`src/rtl/cprv_wb_unit.sv`:
```
// cprv_wb_unit: single-entry writeback buffer with load extraction, register file and instret counter.
// Optional same-cycle write-through on the read ports is enabled by defining CPRV_WB_BYPASS_EN.
module cprv_wb_unit #(
    parameter int DATA_WIDTH = 64,
    parameter int REG_COUNT  = 32
) (
    input  logic                  clk,
    input  logic                  rst_n,
    input  logic                  valid_i,
    output logic                  ready_o,
    input  logic [4:0]            rd_addr_i,
    input  logic                  rd_en_i,
    input  logic [6:0]            opcode_i,
    input  logic [2:0]            funct3_i,
    input  logic [DATA_WIDTH-1:0] alu_out_i,
    input  logic [DATA_WIDTH-1:0] mem_data_i,
    input  logic                  halt_i,
    input  logic [4:0]            rs1_addr_i,
    input  logic [4:0]            rs2_addr_i,
    output logic [DATA_WIDTH-1:0] rs1_data_o,
    output logic [DATA_WIDTH-1:0] rs2_data_o,
    output logic                  commit_valid_o,
    output logic                  commit_we_o,
    output logic [4:0]            commit_rd_addr_o,
    output logic [DATA_WIDTH-1:0] commit_rd_data_o,
    output logic [63:0]           instret_o
);
    localparam int SH = $clog2(DATA_WIDTH / 8);

    logic                  full;
    logic                  b_en;
    logic [4:0]            b_rd;
    logic [6:0]            b_op;
    logic [2:0]            b_f3;
    logic [DATA_WIDTH-1:0] b_alu;
    logic [DATA_WIDTH-1:0] b_mem;
    logic [DATA_WIDTH-1:0] sh;
    logic [DATA_WIDTH-1:0] lw;
    logic [DATA_WIDTH-1:0] ld;
    logic [DATA_WIDTH-1:0] wdata;
    logic [DATA_WIDTH-1:0] regs [REG_COUNT];
    logic                  accept;

    assign ready_o          = !rst_n || !full || !halt_i;
    assign commit_valid_o   = rst_n && full && !halt_i;
    assign commit_we_o      = commit_valid_o && b_en && b_rd != 5'd0;
    assign accept           = rst_n && valid_i && ready_o;
    assign commit_rd_addr_o = b_rd;
    assign commit_rd_data_o = wdata;

    // Align the loaded word to the byte offset and extend it according to funct3.
    always_comb begin
        sh    = b_mem >> {b_alu[SH-1:0], 3'b000};
        lw    = DATA_WIDTH'($signed(sh[31:0]));
        ld    = (b_f3 == 3'd0) ? DATA_WIDTH'($signed(sh[7:0])) :
                (b_f3 == 3'd1) ? DATA_WIDTH'($signed(sh[15:0])) :
                (b_f3 == 3'd2) ? lw :
                (b_f3 == 3'd3) ? ((DATA_WIDTH == 64) ? sh : lw) :
                (b_f3 == 3'd4) ? DATA_WIDTH'(sh[7:0]) :
                (b_f3 == 3'd5) ? DATA_WIDTH'(sh[15:0]) :
                (b_f3 == 3'd6) ? DATA_WIDTH'(sh[31:0]) : '0;
        wdata = (b_op == 7'b0000011) ? ld : b_alu;
    end

    // Combinational register reads; x0 is hardwired to zero.
    always_comb begin
        rs1_data_o = (rs1_addr_i == 5'd0) ? '0 : regs[rs1_addr_i];
        rs2_data_o = (rs2_addr_i == 5'd0) ? '0 : regs[rs2_addr_i];
`ifdef CPRV_WB_BYPASS_EN
        rs1_data_o = (commit_we_o && rs1_addr_i == b_rd) ? wdata : rs1_data_o;
        rs2_data_o = (commit_we_o && rs2_addr_i == b_rd) ? wdata : rs2_data_o;
`endif
    end

    // Buffer occupancy, payload capture and retired-instruction count.
    always_ff @(posedge clk) begin
        if (!rst_n) begin
            full      <= 1'b0;
            instret_o <= '0;
        end else begin
            if (accept) begin
                full  <= 1'b1;
                b_en  <= rd_en_i;
                b_rd  <= rd_addr_i;
                b_op  <= opcode_i;
                b_f3  <= funct3_i;
                b_alu <= alu_out_i;
                b_mem <= mem_data_i;
            end else if (commit_valid_o) begin
                full <= 1'b0;
            end
            if (commit_valid_o) instret_o <= instret_o + 64'd1;
        end
    end

    // Architectural register array, cleared on reset and written on commit.
    always_ff @(posedge clk) begin
        if (!rst_n) begin
            for (int i = 0; i < REG_COUNT; i++) regs[i] <= '0;
        end else if (commit_we_o) begin
            regs[b_rd] <= wdata;
        end
    end
endmodule

```
`config.mk`:
```
export PLATFORM = sky130hd
export DESIGN_NAME = cprv_wb_unit
export DESIGN_NICKNAME = d
export VERILOG_FILES = /design/src/rtl/cprv_wb_unit.sv
export SDC_FILE = /design/constraint.sdc
export NUM_CORES = 2
export LEC_CHECK = 0
export CAP_MARGIN = 0
export CORE_ASPECT_RATIO = 0.6
export CORE_MARGIN = 10
export CORE_UTILIZATION = 45
export DETAILED_ROUTE_END_ITERATION = 6
export DONT_BUFFER_PORTS = 1
export PLACE_DENSITY_LB_ADDON = 0.15
export SLEW_MARGIN = 20
export SYNTH_ARGS = -nofsm -noshare
export SYNTH_HDL_FRONTEND = slang
export SYNTH_SLANG_ARGS = --single-unit
```
`constraint.sdc`:
```
create_clock -name clk -period 8.7 [get_ports clk]
set_input_delay 0.87 -clock clk [delete_from_list [all_inputs] [get_ports clk]]
set_output_delay 0.87 -clock clk [all_outputs]
set_load 0.02 [all_outputs]
```
==> results.sh <==
export IMPL_finalHoldViolCount=0
export IMPL_wl_um=498000
export IMPL_worst_endpoint_arrival_ns=5.65
export IMPL_cts_buffers=225
export IMPL_dr_pass1_iters=6
export IMPL_wl_met3_um=73600
export IMPL_design_area_um2=127000
export IMPL_clockRootBuffer="clkbuf_16"
export IMPL_via_per_inst=7.18
export IMPL_total_power_mw=24.8
export IMPL_die_y_um=411
export IMPL_grt_pass1_vias=76500
export IMPL_maxCapViolations=0
export IMPL_top_layer="met5"
export IMPL_core_area_um2=254000
export IMPL_final_cell_mix="edfxtp_1, nor2_1, mux4_2, nor3_1, mux2i_1"
export IMPL_dieArea_um2=277000
export IMPL_grt_util_all_layers_pct=35.1
export IMPL_detailedPlace_worstSlack_ns=3.16
export IMPL_synth_main_ff_cell="edfxtp_1"
export IMPL_drive_gt1_share_pct=24.5
export IMPL_ys_seq_area_share_pct=58.4
export IMPL_fin_setup_tns_ns=0
export IMPL_drc=0
export IMPL_clock_skew_ns=0.0589
export IMPL_fmax_ghz=0.153
export IMPL_rrSetupSlack_ns=3.64
export IMPL_setup_viol=0
export IMPL_cts_resized=0
export IMPL_antenna_found_initial=14
export IMPL_met2WireLength_um=213000
export IMPL_fin_crit_sh_pct=75.0
export IMPL_final_common_cell="edfxtp_1"
export IMPL_fin_crit_ns=6.52
export IMPL_ant_nets=0
export IMPL_final_nets=7715
export IMPL_cts_sinks=2257
export IMPL_via_count=80000
export IMPL_drt_iter0_drc=14700
export IMPL_whs_path_depth=0
export IMPL_grt_overflow_total=0
export IMPL_p_leak_nw=45.3
export IMPL_p_per_area_nw_per_um2=196
export IMPL_cts_htree_levels=4
export IMPL_m1WireLength_um=177000
export IMPL_grt_pass1_wl_um=671000
export IMPL_floorplan_rows=143
export IMPL_ios=422
export IMPL_worstMarginPinSlew_ns=2.61
export IMPL_ir_worst_vdd_uv=167
export IMPL_nFillCells=21300
export IMPL_ys_ff_latch=2257
export IMPL_final_setup_worst_slack_ns=2.18
export IMPL_synth_cells=7790
export IMPL_path_clk_slew_ns=0.07
export IMPL_maxSlewViolCount=302
export IMPL_synth_edf_count=2192
export IMPL_synthArstFlopShare_pct=0
export IMPL_syn_avg_cell_area_um2=14.8
export IMPL_insertion_delay_ns=0.94
export IMPL_cp_max_fo=38
export IMPL_gp_congestion=0.933
export IMPL_start_util_pct=45.3
export IMPL_io_buffer_count=0
export IMPL_cts_tree="done"
export IMPL_placed_cell_area_um2=119000
export IMPL_hp_class="in -> reg"
export IMPL_status="finished, violations left"
export IMPL_areaGrowthSynthToFinish_pct=10.3
export IMPL_worstSetupStartpointType="flip-flop"
export IMPL_critical_path_class="reg -> out"
export IMPL_die_w_um=672
export IMPL_required_ns=7.83
export IMPL_dp_final_hpwl_um=283000
export IMPL_wl_per_cell_um=44.7
export IMPL_r2r_cells=7
export IMPL_netlist_area_um2=115000
export IMPL_yosysWarnings=0
export IMPL_grt_max_degree=494
export IMPL_cts_setup_buffers=0
export IMPL_violations="slew limit"
export IMPL_slew_headroom_pct=-74.3
export IMPL_synth_cell_types=75
export IMPL_rsz0062_at_grt="false"
export IMPL_clockBufferDepth=4
export IMPL_end_kind="primary output"
export IMPL_whs_ns=0.0563
worst max-delay path, stage by stage, from the launching register on:
cell and delay [ns]:
edfxtp_1 0.70, buf_4 0.56, nor2_1 0.34, a22o_2 0.39, nor3_4 0.20, buf_4 0.72, buf_4 0.84, nor4b_4 0.10
buf_4 0.29, nor2_1 0.45
power breakdown:
group          switching, mW  total (mW)  leakage (nW)  internal [mW]
Clock                   4.45        9.62          3.32           5.17
Sequential             0.224        12.5          23.2           12.3
Combinational           1.72        2.72          18.8           1.00
Total                   6.40        24.8          45.3           18.4
per-stage QoR:
step                cells  utilization [%]
detailed placement  10700             47.0
finish              11100             50.0
floorplan            7853                -
global placement    10700             46.9
CTS                 11100             49.9
global route        11100             50.0
synthesized netlist by cell type, drive strengths merged (8+ instances only):
| cell | number | area (um^2) |
|---|---|---|
| nor4 | 59 | 488 |
| o221ai | 16 | 140 |
| or4 | 14 | 105 |
| a21o | 81 | 608 |
| nand4 | 24 | 150 |
| o22ai | 116 | 726 |
| o211ai | 16 | 120 |
| nand3 | 29 | 145 |
| nand4b | 8 | 70.1 |
| a22oi | 29 | 218 |
| or3 | 19 | 119 |
| nor2b | 26 | 163 |
| nor3 | 309 | 1570 |
| mux2i | 294 | 2940 |
| and3 | 9 | 56.3 |
| clkbuf | 507 | 1900 |
| buf | 307 | 1510 |
| o41ai | 51 | 946 |
| edfxtp | 2192 | 65800 |
| nor2 | 1835 | 6890 |
| o22a | 10 | 87.6 |
| nand2 | 157 | 589 |
| a221oi | 18 | 158 |
| mux4 | 1096 | 24700 |
| or2 | 13 | 81.3 |
| xor2 | 16 | 140 |
| a211oi | 16 | 138 |
| a221o | 9 | 90.1 |
| a21oi | 75 | 375 |
| a22o | 22 | 194 |
| dfxtp | 65 | 1300 |
| xnor2 | 15 | 131 |
| mux2 | 41 | 465 |
| o21ai | 59 | 295 |
| o31ai | 18 | 135 |
| inv | 74 | 278 |
| a2bb2oi | 8 | 70.1 |
| nand2b | 67 | 419 |
final cells by class:
type                       instances  area (um^2)  area share, %
antenna                            8         20.0         0.0158
tap                             3407         4260           3.36
sequential                      2257        67100           53.0
inverter                          75          297          0.234
multi-input combinational       4707        45500           35.9
clock buffer                     302         6130           4.84
timing repair buffer             290         2690           2.12
clock inverter                    94          669          0.528
per-layer routing:
| layer | up-vias | track usage, % |
|---|---|---|
| met5 | - | 0 |
| met4 | 16 | 19.7 |
| met3 | 1278 | 12.0 |
| met2 | 7197 | 50.7 |
| met1 | 41700 | 46.6 |
| li1 | 29800 | - |
sequential cells by signal, summed over array words and instances, names as in the netlist:
| signal | cells |
|---|---|
| b_en | 1 |
| regs | 2048 |
| instret_o | 64 |
| b_mem | 64 |
| b_alu | 64 |
| full | 1 |
| commit_rd_addr_o | 5 |
| b_f3 | 3 |
| b_op | 7 |
cell families (layout without fill, tap and decap cells):
logic type	count (synthesis)	in the layout	share of synthesized area, %
xor+xnor	31	31	0.236
compound gates	575	575	3.98
other cells	1	72	0.00326
flops	2257	2257	58.4
mux	1431	1431	24.4
simple gates	2605	2605	9.69
fa+ha+maj	1	1	0.0109
buf+inv	889	761	3.22
final timing paths:
check | from | end
min | alu_out_i[37] | b_alu[37]
max reg2reg | b_alu[2] | regs[29][41]
max | b_alu[0] | commit_rd_data_o[62]
min reg2reg | instret_o[63] | instret_o[63]
timing repair:
action,CTS,global route
hold endpoints to repair,43,0
setup endpoints to repair,0,0
hold buffers,43,0
(Power assumes the default switching activity.)
